==> src/rtl/otbn_pq_ntt_seq_if.sv <==
// Handshake and control bundle between the PQ controller and the NTT index sequencer.
// master: controller side (start/abort/ready); slave: the sequencer.
interface otbn_pq_ntt_seq_if #(
  parameter int IdxW = 8
);
  logic            start;
  logic [3:0]      log_n;
  logic            inverse;
  logic            abort;
  logic            step_valid;
  logic            step_ready;
  logic [IdxW-1:0] idx0;
  logic [IdxW-1:0] idx1;
  logic [IdxW-1:0] twiddle_idx;
  logic [3:0]      stage;
  logic            last;
  logic            busy;
  logic            done;
  logic            err;
  logic [15:0]     stall_cnt;

  modport master (
    output start, log_n, inverse, abort, step_ready,
    input  step_valid, idx0, idx1, twiddle_idx, stage, last, busy, done, err, stall_cnt
  );

  modport slave (
    input  start, log_n, inverse, abort, step_ready,
    output step_valid, idx0, idx1, twiddle_idx, stage, last, busy, done, err, stall_cnt
  );
endinterface

==> src/rtl/otbn_pq_ntt_seq.sv <==
// NTT butterfly index/twiddle sequencer. Walks all stages of a forward (CT) or
// inverse (GS) transform and emits one (idx0, idx1, twiddle) descriptor per handshake.
// Optional stall counter enabled by defining OTBN_PQ_NTT_SEQ_STALL_CNT_EN.
module otbn_pq_ntt_seq #(
  parameter int MaxLogN = 8,
  parameter int IdxW    = MaxLogN
) (
  input logic             clk_i,
  input logic             rst_ni,
  otbn_pq_ntt_seq_if.slave bus
);

  // One extra bit so block-start + 2*len can reach N without wrapping.
  localparam int CW = IdxW + 1;

  typedef enum logic [1:0] {Idle, Run, Done} state_e;

  state_e          state_reg, state_next;
  logic [CW-1:0]   n_reg, n_next;
  logic [3:0]      log_n_reg, log_n_next;
  logic            inv_reg, inv_next;
  logic [CW-1:0]   len_reg, len_next;
  logic [CW-1:0]   blk_reg, blk_next;
  logic [CW-1:0]   j_reg, j_next;
  logic [CW-1:0]   k_reg, k_next;
  logic [3:0]      stage_reg, stage_next;
  logic [IdxW-1:0] idx1_reg, idx1_next;
  logic            valid_reg, valid_next;
  logic            last_reg, last_next;
  logic            busy_reg, busy_next;
  logic            done_reg, done_next;
  logic            err_reg, err_next;

  // Position of the descriptor following the current one.
  logic [CW-1:0]   adv_len, adv_blk, adv_j, adv_k;
  logic [3:0]      adv_stage;
  logic [CW-1:0]   start_n;
  logic            start_legal;

  // True when (j, blk, len, stage) is the final butterfly of the transform.
  function automatic logic is_last(input logic [3:0] stg, input logic [3:0] lgn,
                                   input logic [CW-1:0] j, input logic [CW-1:0] blk,
                                   input logic [CW-1:0] len, input logic [CW-1:0] n);
    return (stg == lgn - 4'd1) && (j + CW'(1) == blk + len) && (blk + (len << 1) == n);
  endfunction

  assign start_n     = CW'(1) << bus.log_n;
  assign start_legal = (bus.log_n >= 4'd1) && (32'(bus.log_n) <= MaxLogN);

  // Next butterfly position: step j, then block, then stage.
  always_comb begin
    adv_len   = len_reg;
    adv_blk   = blk_reg;
    adv_j     = j_reg + CW'(1);
    adv_k     = k_reg;
    adv_stage = stage_reg;
    if (adv_j == blk_reg + len_reg) begin
      adv_k = inv_reg ? k_reg - CW'(1) : k_reg + CW'(1);
      if (blk_reg + (len_reg << 1) == n_reg) begin
        adv_blk   = '0;
        adv_j     = '0;
        adv_stage = stage_reg + 4'd1;
        adv_len   = inv_reg ? (len_reg << 1) : (len_reg >> 1);
      end else begin
        adv_blk = blk_reg + (len_reg << 1);
        adv_j   = blk_reg + (len_reg << 1);
      end
    end
  end

  // Controller next-state and registered-output logic.
  always_comb begin
    state_next = state_reg;
    n_next     = n_reg;
    log_n_next = log_n_reg;
    inv_next   = inv_reg;
    len_next   = len_reg;
    blk_next   = blk_reg;
    j_next     = j_reg;
    k_next     = k_reg;
    stage_next = stage_reg;
    idx1_next  = idx1_reg;
    valid_next = valid_reg;
    last_next  = last_reg;
    busy_next  = busy_reg;
    done_next  = 1'b0;
    err_next   = 1'b0;
    unique case (state_reg)
      Idle: begin
        if (bus.start) begin
          if (start_legal) begin
            state_next = Run;
            n_next     = start_n;
            log_n_next = bus.log_n;
            inv_next   = bus.inverse;
            len_next   = bus.inverse ? CW'(1) : (start_n >> 1);
            blk_next   = '0;
            j_next     = '0;
            k_next     = bus.inverse ? start_n - CW'(1) : CW'(1);
            stage_next = '0;
            idx1_next  = bus.inverse ? IdxW'(1) : IdxW'(start_n >> 1);
            valid_next = 1'b1;
            last_next  = (bus.log_n == 4'd1);
            busy_next  = 1'b1;
          end else begin
            err_next = 1'b1;
          end
        end
      end
      Run: begin
        if (bus.abort) begin
          state_next = Idle;
        end else if (valid_reg && bus.step_ready) begin
          if (last_reg) begin
            state_next = Done;
            valid_next = 1'b0;
            last_next  = 1'b0;
            done_next  = 1'b1;
          end else begin
            len_next   = adv_len;
            blk_next   = adv_blk;
            j_next     = adv_j;
            k_next     = adv_k;
            stage_next = adv_stage;
            idx1_next  = IdxW'(adv_j + adv_len);
            last_next  = is_last(adv_stage, log_n_reg, adv_j, adv_blk, adv_len, n_reg);
          end
        end
      end
      Done: state_next = Idle;
      default: state_next = Idle;
    endcase
    // Leaving RUN/DONE for IDLE (abort or normal finish) clears all walk state.
    if (state_reg != Idle && state_next == Idle) begin
      n_next     = '0;
      log_n_next = '0;
      inv_next   = 1'b0;
      len_next   = '0;
      blk_next   = '0;
      j_next     = '0;
      k_next     = '0;
      stage_next = '0;
      idx1_next  = '0;
      valid_next = 1'b0;
      last_next  = 1'b0;
      busy_next  = 1'b0;
      done_next  = 1'b0;
    end
  end

  // State and output registers.
  always_ff @(posedge clk_i or negedge rst_ni) begin
    if (!rst_ni) begin
      state_reg <= Idle;
      n_reg     <= '0;
      log_n_reg <= '0;
      inv_reg   <= 1'b0;
      len_reg   <= '0;
      blk_reg   <= '0;
      j_reg     <= '0;
      k_reg     <= '0;
      stage_reg <= '0;
      idx1_reg  <= '0;
      valid_reg <= 1'b0;
      last_reg  <= 1'b0;
      busy_reg  <= 1'b0;
      done_reg  <= 1'b0;
      err_reg   <= 1'b0;
    end else begin
      state_reg <= state_next;
      n_reg     <= n_next;
      log_n_reg <= log_n_next;
      inv_reg   <= inv_next;
      len_reg   <= len_next;
      blk_reg   <= blk_next;
      j_reg     <= j_next;
      k_reg     <= k_next;
      stage_reg <= stage_next;
      idx1_reg  <= idx1_next;
      valid_reg <= valid_next;
      last_reg  <= last_next;
      busy_reg  <= busy_next;
      done_reg  <= done_next;
      err_reg   <= err_next;
    end
  end

  assign bus.step_valid  = valid_reg;
  assign bus.idx0        = j_reg[IdxW-1:0];
  assign bus.idx1        = idx1_reg;
  assign bus.twiddle_idx = k_reg[IdxW-1:0];
  assign bus.stage       = stage_reg;
  assign bus.last        = last_reg;
  assign bus.busy        = busy_reg;
  assign bus.done        = done_reg;
  assign bus.err         = err_reg;

`ifdef OTBN_PQ_NTT_SEQ_STALL_CNT_EN
  logic [15:0] stall_reg;

  // Saturating count of stalled descriptor cycles; cleared by an accepted start.
  always_ff @(posedge clk_i or negedge rst_ni) begin
    if (!rst_ni) begin
      stall_reg <= '0;
    end else if (state_reg == Idle && bus.start && start_legal) begin
      stall_reg <= '0;
    end else if (valid_reg && !bus.step_ready && stall_reg != 16'hFFFF) begin
      stall_reg <= stall_reg + 16'd1;
    end
  end

  assign bus.stall_cnt = stall_reg;
`else
  assign bus.stall_cnt = '0;
`endif

endmodule

==> src/flat_wrapper.sv <==
// flat-port wrapper written by rule: the top's interface ports become plain ports
module otbn_pq_ntt_seq_flat 
#(
  parameter int MaxLogN = 8,
  parameter int IdxW    = MaxLogN
)
  (clk_i, rst_ni, bus_start, bus_log_n, bus_inverse, bus_abort, bus_step_ready, bus_step_valid, bus_idx0, bus_idx1, bus_twiddle_idx, bus_stage, bus_last, bus_busy, bus_done, bus_err, bus_stall_cnt);
  otbn_pq_ntt_seq_if #(.IdxW(IdxW)) bus_i ();
  input logic clk_i;
  input logic rst_ni;
  input wire logic [$bits(bus_i.start)-1:0] bus_start;
  input wire logic [$bits(bus_i.log_n)-1:0] bus_log_n;
  input wire logic [$bits(bus_i.inverse)-1:0] bus_inverse;
  input wire logic [$bits(bus_i.abort)-1:0] bus_abort;
  input wire logic [$bits(bus_i.step_ready)-1:0] bus_step_ready;
  output wire logic [$bits(bus_i.step_valid)-1:0] bus_step_valid;
  output wire logic [$bits(bus_i.idx0)-1:0] bus_idx0;
  output wire logic [$bits(bus_i.idx1)-1:0] bus_idx1;
  output wire logic [$bits(bus_i.twiddle_idx)-1:0] bus_twiddle_idx;
  output wire logic [$bits(bus_i.stage)-1:0] bus_stage;
  output wire logic [$bits(bus_i.last)-1:0] bus_last;
  output wire logic [$bits(bus_i.busy)-1:0] bus_busy;
  output wire logic [$bits(bus_i.done)-1:0] bus_done;
  output wire logic [$bits(bus_i.err)-1:0] bus_err;
  output wire logic [$bits(bus_i.stall_cnt)-1:0] bus_stall_cnt;
  assign bus_i.start = bus_start;
  assign bus_i.log_n = bus_log_n;
  assign bus_i.inverse = bus_inverse;
  assign bus_i.abort = bus_abort;
  assign bus_i.step_ready = bus_step_ready;
  assign bus_step_valid = bus_i.step_valid;
  assign bus_idx0 = bus_i.idx0;
  assign bus_idx1 = bus_i.idx1;
  assign bus_twiddle_idx = bus_i.twiddle_idx;
  assign bus_stage = bus_i.stage;
  assign bus_last = bus_i.last;
  assign bus_busy = bus_i.busy;
  assign bus_done = bus_i.done;
  assign bus_err = bus_i.err;
  assign bus_stall_cnt = bus_i.stall_cnt;
  otbn_pq_ntt_seq #(.MaxLogN(MaxLogN), .IdxW(IdxW)) u_core (.clk_i(clk_i), .rst_ni(rst_ni), .bus(bus_i));
endmodule
==> config.mk <==
export PLATFORM = sky130hd
export DESIGN_NAME = otbn_pq_ntt_seq_flat
export DESIGN_NICKNAME = d
export VERILOG_FILES = /design/src/rtl/otbn_pq_ntt_seq_if.sv /design/src/rtl/otbn_pq_ntt_seq.sv /design/src/flat_wrapper.sv
export SDC_FILE = /design/constraint.sdc
export NUM_CORES = 1
export LEC_CHECK = 0
export BUFFER_PORTS_ARGS = -buffer_cell sky130_fd_sc_hd__buf_4
export CAP_MARGIN = 10
export CORE_AREA = 5 5 104 179
export CTS_BUF_LIST = sky130_fd_sc_hd__clkbuf_8
export DETAILED_ROUTE_END_ITERATION = 12
export DIE_AREA = 0 0 109 184
export PLACE_DENSITY = 0.6
export SLEW_MARGIN = 0
export SYNTH_ARGS = -nofsm -noshare
export SYNTH_HDL_FRONTEND = slang
export SYNTH_SLANG_ARGS = --single-unit
==> constraint.sdc <==
create_clock -name clk_i -period 8.5 [get_ports clk_i]
set_clock_uncertainty 0.15 [all_clocks]
set_input_delay 2.125 -clock clk_i [delete_from_list [all_inputs] [get_ports clk_i]]
set_output_delay 2.125 -clock clk_i [all_outputs]
set_load 0.05 [all_outputs]
## After elaboration in Yosys (flattened, before gate mapping)

Index checks and enable logic that the tools add are counted.
Widths: inputs -> output; s select.

- Add/sub/neg operators: 12
- Shift-type cells: 1
- Equality and inequality tests: 14
- Reduce and logical (&&, ||, !) cells: 17
- Order comparisons: 2
- Mux-type cells: 95

Operators with widths:

| operator | number |
|---|---|
| $mux 9 | 35 |
| $pmux 9 s2 | 4 |
| $mux 8 | 8 |
| $mux 4 | 12 |
| $add 9x9->9 | 4 |
| $eq 9x9->1 | 4 |
| $add 9x1->9 const B | 3 |
| $mux 1 | 26 |
| $sub 9x1->9 const B | 2 |
| $pmux 8 s2 | 1 |
| $ne 3x1->1 const B | 4 |
| $reduce_and 6->1 | 2 |
| $mux 2 | 5 |
| $shl 1x4->9 const A | 1 |
| $add 8x8->8 | 1 |
| $pmux 4 s2 | 1 |
| $reduce_bool 2->1 | 4 |
| $reduce_and 7->1 | 1 |
| $ne 3x2->1 const B | 2 |
| $logic_and 1x1->1 | 5 |
| $reduce_and 5->1 | 1 |
| $add 4x1->4 const B | 1 |
| $eq 4x1->1 const B | 1 |
| $eq 4x4->1 | 1 |
| 10 further kinds | 12 |

- Output and inout port bits: 49
- Word-level logic and storage cells: 156
- Flip-flop bits (word level): 69
- Input port bits: 10

## Longest topological paths before layout

Gate-level depths: netlist of run 1.

- Word-level depth: 13
- Gate-level depth with buffers: 28
- Gate-level depth less buffers: 25

## Worst setup path after synthesis of run 1

No wires, ideal clock.

- Kind: register -> register
- Start: reg u_core.blk_reg[1]
- End: reg u_core.last_reg (netlist: u_core.bus.last)
- Setup time: 0.087 ns
- Buffers on the path: 4
- Arrival: 6.850 ns
- Path slack: 1.413 ns
- Clock period less this slack: 7.087 ns
- Stages on the path, launching flop included: 27
- Required time: 8.263 ns
- Cells stage by stage: dfrtp_1 > ha_1 > fa_1 > a21o_4 > a21oi_4 > mux2_4 > or4_4 > or3_1 > buf_2 > or3_1 > buf_2 > clkbuf_1 > clkbuf_1 > o31ai_1 > ha_1 > inv_1 > fa_1 > xor2_1 > nand3_1 > a2111oi_0 > o2111ai_1 > nor4_1 > o2111ai_1 > a2111oi_4 > o2111ai_1 > or4_1 > a211oi_2

- Word-level cells in the longest chain between the ends: 13
- Elaborated cells on any way between the ends: 24
- Classes of those cells: add/sub: 5; eq/ne: 5; mux: 12; reduce/logical: 2

RTL lines:

| what | line | source |
|---|---|---|
| start, declared | otbn_pq_ntt_seq.sv:23 | `logic [CW-1:0] blk_reg, blk_next;` |
| start signal, assigned | otbn_pq_ntt_seq.sv:175 | `blk_reg <= blk_next;` |
| $add 9x9->9 | otbn_pq_ntt_seq.sv:59, otbn_pq_ntt_seq.sv:65, otbn_pq_ntt_seq.sv:66 |  |
| $eq 9x9->1 | otbn_pq_ntt_seq.sv:59 | `if (blk_reg + (len_reg << 1) == n_reg) begin` |
| $mux 9 | otbn_pq_ntt_seq.sv:59 |  |
| $mux 9 | otbn_pq_ntt_seq.sv:57 | `if (adv_j == blk_reg + len_reg) begin` |
| $add 9x1->9 or $add 9x9->9 (tied branches) | otbn_pq_ntt_seq.sv:44 | `return (stg == lgn - 4'd1) && (j + CW'(1) == blk + len) && (blk + (len << 1) == n);` |
| $eq 9x9->1 | otbn_pq_ntt_seq.sv:44 |  |
| $logic_and 1x1->1 | otbn_pq_ntt_seq.sv:44 |  |
| $logic_and 1x1->1 (*) | otbn_pq_ntt_seq.sv:44 |  |
| $mux 1 (*) | otbn_pq_ntt_seq.sv:114 | `if (last_reg) begin` |
| $mux 1 (*) | otbn_pq_ntt_seq.sv:113 | `end else if (valid_reg && bus.step_ready) begin` |
| $mux 1 (*) | otbn_pq_ntt_seq.sv:111 | `if (bus.abort) begin` |
| $pmux 1 s2 (*) | otbn_pq_ntt_seq.sv:88 | `unique case (state_reg)` |
| $mux 1 (*) | otbn_pq_ntt_seq.sv:134 | `if (state_reg != Idle && state_next == Idle) begin` |
| end signal, assigned | otbn_pq_ntt_seq.sv:181 | `last_reg <= last_next;` |
| end, declared | otbn_pq_ntt_seq.sv:29 | `logic last_reg, last_next;` |

Every way passes the cells marked *; elsewhere a longest branch is shown, timed or not. The select of a mux whose other input is x is not followed.
A chain may end at the register's enable or synchronous reset.

## Final worst setup path of run 1

- Start: reg u_core.len_reg[0]
- End: reg u_core.last_reg (netlist: u_core.bus.last)

- Word-level cells in the longest chain between the ends: 13
- Elaborated cells on any way between the ends: 25
- Classes of those cells: add/sub: 5; eq/ne: 5; mux: 13; reduce/logical: 2

RTL lines:

| what | line | source |
|---|---|---|
| start, declared | otbn_pq_ntt_seq.sv:22 | `logic [CW-1:0] len_reg, len_next;` |
| start signal, assigned | otbn_pq_ntt_seq.sv:174 | `len_reg <= len_next;` |
| $add 9x9->9 | otbn_pq_ntt_seq.sv:59, otbn_pq_ntt_seq.sv:65, otbn_pq_ntt_seq.sv:66 |  |
| $eq 9x9->1 | otbn_pq_ntt_seq.sv:59 |  |
| $mux 9 | otbn_pq_ntt_seq.sv:59 |  |
| $mux 9 | otbn_pq_ntt_seq.sv:57 |  |
| $add 9x1->9 or $add 9x9->9 (tied branches) | otbn_pq_ntt_seq.sv:44 |  |
| $eq 9x9->1 | otbn_pq_ntt_seq.sv:44 |  |
| $logic_and 1x1->1 | otbn_pq_ntt_seq.sv:44 |  |
| $logic_and 1x1->1 (*) | otbn_pq_ntt_seq.sv:44 |  |
| $mux 1 (*) | otbn_pq_ntt_seq.sv:114 |  |
| $mux 1 (*) | otbn_pq_ntt_seq.sv:113 |  |
| $mux 1 (*) | otbn_pq_ntt_seq.sv:111 |  |
| $pmux 1 s2 (*) | otbn_pq_ntt_seq.sv:88 |  |
| $mux 1 (*) | otbn_pq_ntt_seq.sv:134 |  |

Marks and branches as above.

==> results of run 1 <==
-- cell type report --
cell class	count	area share, %
clock inverter	6	1.88
tap	227	3.88
timing repair buffer	58	5.94
inverter	26	1.33
sequential	68	23.2
multi-input combinational	651	62.1
clock buffer	9	1.69
-- Yosys cell counts, drive strengths merged, types with 10 or more instances --
cell type / instances / share of area [%]
nand2: 79 / 4.5
dfrtp: 68 / 26
o21ai: 62 / 4.7
xnor2: 58 / 7.8
nor2: 49 / 2.8
ha: 48 / 9.1
a21oi: 44 / 3.5
clkbuf: 31 / 1.8
xor2: 31 / 4.1
buf: 30 / 3.3
inv: 26 / 1.5
nand3: 23 / 1.7
a21o: 21 / 2.5
a22o: 21 / 2.8
nor3: 18 / 1.4
mux2i: 13 / 2.0
and2: 12 / 1.1
a22oi: 10 / 1.1
nand2b: 10 / 0.94
nor2b: 10 / 0.94
o31ai: 10 / 1.1
-- through the flow --
stage	setup WS [ps]	hold WS, ps
after floorplan	1410	343
after CTS	1030	337
final	980	332
after global routing	668	375
after global placement	1090	315
after detailed placement	1080	316
-- final timing paths --
check	start	end
max	u_core.len_reg[0]	u_core.bus.last
min in group asynchronous	rst_ni	u_core.n_reg[8]
min reg2reg	u_core.bus.idx1[7]	u_core.bus.idx1[7]
min	u_core.bus.idx1[7]	u_core.bus.idx1[7]
max reg2reg	u_core.len_reg[0]	u_core.bus.last
max in group asynchronous	rst_ni	u_core.len_reg[0]
-- worst max-delay path, stage by stage, from the launching register on --
cell and delay, ps:
dfrtp_1 430, ha_1 240, fa_1 500, a21o_4 260, a21oi_4 200, mux2_4 310
or4_4 530, or3_1 520, or3_1 520, o31ai_1 540, ha_1 280, inv_1 60
fa_1 500, xor2_1 150, nand3_1 80, a2111oi_0 480, o2111ai_1 180, nor4_1 230
o2111ai_1 240, a2111oi_4 230, o2111ai_1 140, or4_1 430, a211oi_2 220
-- routing by layer --
metal	track usage, %	up-vias	part of all wire [%]	wire length (um)
li1	-	2859	-	-
met1	24.0	2902	36	8050
met2	41.4	202	52	11700
met3	3.30	86	4.3	981
met4	16.8	0	8.2	1850
met5	0	-	0	0
-- report_power, final --
group / internal [W] / switching [W] / leakage, nW / total [W]
combinational: 0.000394 / 0.000724 / 2.41 / 0.00112
sequential: 0.000372 / 0.0000693 / 0.918 / 0.000441
clock: 0.000224 / 0.000148 / 0.129 / 0.000373
-- cell families after synthesis --
group	share of synthesized area [%]
AOI/OAI and AO/OA	23.7
adders and majority gates	10.9
muxes	2.93
xor gates and xnor gates	12.9
DFF	25.7
buffers and inverters	6.48
and+or+nand+nor	17.4
other	0.0566
==> results.toml, run 1 <==
[finish]
stdcell_area_sq_um = 7330
seqCellArea_sq_um = 1700
layout_common_cells = "nand2_1, dfrtp_1, o21ai_0"
fin_util_pct = 43.2
fin_nets = 878
syn2layout_area_growth_pct = 10.7
drive_gt1_share_pct = 11.1
layout_commonest_cell = "nand2_1"
antenna_cells = 0
final_cells = 1045
multi_input_area_sq_um = 4550
n_fill_cell = 1722

[hold_path]
hold_path_class = "register to register"
min_path_cells = 2

[die]
core_area_sq_um = 16900
dieWidth_um = 109
start_util_pct = 39.1
rows = 63
ios = 59
fp.dieArea_sq_um = 20100
die_y_um = 184

[logic_synthesis]
synth_edf_count = 0
syn_avg_cell_area_sq_um = 8.37
ys_dominant_reg_cell = "dfrtp_1"
synth_cell_types = 69
syn_area_sq_um = 6620
synthArstFlopShare_pct = 100
yosysSeqAreaShare_pct = 25.7
synth_seq_cells = 68
syn_inst = 791
synth_warnings = 0

[routing]
vias = 6049
routed_via_density = 5.79
dr.pass1.iters = 5
remaining_drc_errors = 0
wire_per_inst_um = 21.6
drt_iter0_drc = 323
ant_nets = 0
routed_wl_um = 22600

[status]
status = "completed"

[timing]
max_freq_mhz = 133
worst_slew_pin_slew_ps = 1050
hold_viol = 0
final.setup.tns_ps = 0
relSlewSlack_pct = 29.6
period_needed_ps = 7520
rsz0062_at_grt = "no"
finalCritPeriodShare_pct = 88.5
final-max-slew-violation-count = 0
finalSetupViolCount = 0

[global_route]
grtUsageTotal_pct = 23.1
grt-ovfl-total = 0
grt_pass1_vias = 6244
grt_pass1_wl_um = 34900
grt_antenna_before_repair = 0
grt_max_degree = 69

[placed_design]
placed_cells = 1030
place.gp.congestion = 0.990
dpl_cell_area_sq_um = 7070
dp_hpwl_um = 17700
io_buffers = 42

[clocking]
cts_resized = 0
path_clk_slew_ps = 90
htreeDepth = 3
cts-root-buf = "clkbuf_8"
ctsHoldBuffers = 0
cts_setup_buffers = 0
cts_buffers = 9
cts_tree = "built"
clock_path_buffers = 2
clock-sinks = 68
worstSkewPairLatency_ps = 370

[setup_path]
r2r_cells = 22
criticalPathCategory = "register to register"
required_ps = 8640
critPathLaunchType = "register"
end_kind = "register"
reg2reg_slack_ps = 980
crit_path_max_fanout = 11
arrival_ps = 7660

[power_and_ir_drop]
leakage_nw = 3.46
power-per-cell-area_nw_per_um2 = 264
ir_drop_mv = 0.206
finalPower_w = 0.00193

[run]
maxCapViolCount = 0
No activity file was read; power rests on OpenSTA's default activity.
==> run 2, diff against run 1 <==
--- a/config.mk
+++ b/config.mk
@@ -7,11 +7,10 @@
 export LEC_CHECK = 0
 export BUFFER_PORTS_ARGS = -buffer_cell sky130_fd_sc_hd__buf_4
 export CAP_MARGIN = 10
-export CORE_AREA = 5 5 104 179
+export CORE_AREA = 5 5 121 208
 export CTS_BUF_LIST = sky130_fd_sc_hd__clkbuf_8
 export DETAILED_ROUTE_END_ITERATION = 12
-export DIE_AREA = 0 0 109 184
-export PLACE_DENSITY = 0.6
+export DIE_AREA = 0 0 126 213
 export SLEW_MARGIN = 0
 export SYNTH_ARGS = -nofsm -noshare
 export SYNTH_HDL_FRONTEND = slang
==> run 2 against run 1 <==
Via count decreased by 0.13%. Cell area grew 0.15%. Routed wire length grew 1.0%. Non-clock buffer count shrank 5. Combinational power barely moved. Setup slack improved by 22 ps. Flip-flop and latch count stayed put. Worst hold slack better by 3.9 ps. First-iteration DRC count rose by 15%. Final cell count is 7.0% higher.
==> results.toml, run 2 (same netlist as run 1, synthesis figures left out) <==
[status]
status = "completed"

[clocking]
path_clk_slew_ps = 90
ctsHoldBuffers = 0
cts_tree = "built"
cts_buffers = 9
clock_path_buffers = 2
cts-root-buf = "clkbuf_8"
cts_resized = 0
worstSkewPairLatency_ps = 380
cts_setup_buffers = 0
htreeDepth = 3
clock-sinks = 68

[finish]
fin_nets = 873
fin_util_pct = 31.5
syn2layout_area_growth_pct = 10.8
antenna_cells = 0
seqCellArea_sq_um = 1700
n_fill_cell = 2487
layout_commonest_cell = "nand2_1"
multi_input_area_sq_um = 4550
layout_common_cells = "nand2_1, dfrtp_1, o21ai_0"
drive_gt1_share_pct = 10.7

[routing]
remaining_drc_errors = 0
ant_nets = 0
drt_iter0_drc = 371
routed_wl_um = 22800
wire_per_inst_um = 20.4
dr.pass1.iters = 5
routed_via_density = 5.40
vias = 6041

[die]
start_util_pct = 28.4
die_y_um = 213
ios = 59
core_area_sq_um = 23300
dieWidth_um = 126
fp.dieArea_sq_um = 26800
rows = 74

[timing]
hold_viol = 0
fin_ws_ps = 1000
max_freq_mhz = 133
finalCritPeriodShare_pct = 88.2
final.setup.tns_ps = 0
finalSetupViolCount = 0
period_needed_ps = 7500
final-max-slew-violation-count = 0
rsz0062_at_grt = "no"
worst_slew_pin_slew_ps = 1110
relSlewSlack_pct = 25.8

[placed_design]
place.gp.congestion = 0.978
dp_hpwl_um = 18000
preCtsSetupSlack_ps = 1020
io_buffers = 42

[setup_path]
end_kind = "register"
critPathLaunchType = "register"
r2r_cells = 22
arrival_ps = 7640
required_ps = 8650
reg2reg_slack_ps = 1000
crit_path_max_fanout = 11
criticalPathCategory = "register to register"

[global_route]
grt-ovfl-total = 0
grt_max_degree = 69
grtUsageTotal_pct = 16.9
grt_pass1_wl_um = 35100
grt_pass1_vias = 6195
grt_antenna_before_repair = 0

[hold_path]
min_path_cells = 2
hold_path_class = "register to register"

[power_and_ir_drop]
leakage_nw = 3.41
power-per-cell-area_nw_per_um2 = 251
ir_drop_mv = 0.180

[run]
maxCapViolCount = 0
[run 2: cell count changes in the layout (fill, tap and decap cells not counted), sizes merged]
| cell | delta |
|---|---|
| inv | +3 |
| clkinvlp | +1 |
| clkbuf | +1 |
| buf | -6 |
| bufinv | -3 |
[run 2: per-layer routing]
metal | vias up | part of all wire, % | GRT usage, %
met3 | 91 | 4.2 | 2.23
met5 | - | 0 | 0
met4 | 0 | 8.5 | 12.8
li1 | 2848 | - | -
met1 | 2857 | 36 | 17.3
met2 | 245 | 51 | 31.1
[run 2: area by class of cell]
cell class	count	area share [%]
flip-flops and latches	68	23.2
clock buffers	9	1.69
multi-input cells	651	62.0
repair buffers	53	5.51
inverters	26	1.33
clock inverters	7	1.14
well taps	304	5.18
[run 2: critical path, cell delays in order, from the launching register on]
cell,delay [ps]
dfrtp_1,450
ha_1,250
fa_1,500
a21o_4,250
a21oi_4,200
mux2_4,310
or4_4,560
or3_1,510
or3_1,510
o31ai_1,550
ha_1,270
inv_1,50
fa_1,490
xor2_1,150
nand3_1,80
a2111oi_0,400
o2111ai_1,170
nor4_1,250
o2111ai_1,270
a2111oi_4,260
o2111ai_1,140
or4_1,430
a211oi_2,220
[run 2: power by group]
part           internal [W]  total [W]  switching (W)
Sequential         0.000372   0.000447      0.0000747
Clock              0.000141   0.000301       0.000160
Combinational      0.000387    0.00110       0.000710
[run 2: final timing paths]
kind / from / to
setup / recovery: u_core.len_reg[0] / u_core.bus.last
hold / removal: u_core.bus.idx1[2] / u_core.bus.idx1[2]
setup reg to reg: u_core.len_reg[0] / u_core.bus.last
hold reg to reg: u_core.bus.idx1[2] / u_core.bus.idx1[2]
max in group asynchronous: rst_ni / u_core.len_reg[2]
min in group asynchronous: rst_ni / u_core.j_reg[6]
[run 2: through the flow]
step / std cells / power [W] / hold slack (ps) / instance area, sq um
5_1_grt: 1118 / 0.00196 / 374 / 7340
6_report: 1118 / 0.00184 / 336 / 7340
3_5_place_dp: 1101 / 0.00154 / 325 / 7120
2_1_floorplan: 806 / 0.00123 / 343 / 6680
3_3_place_gp: 1101 / 0.00153 / 317 / 7120
4_1_cts: 1117 / 0.00184 / 345 / 7320
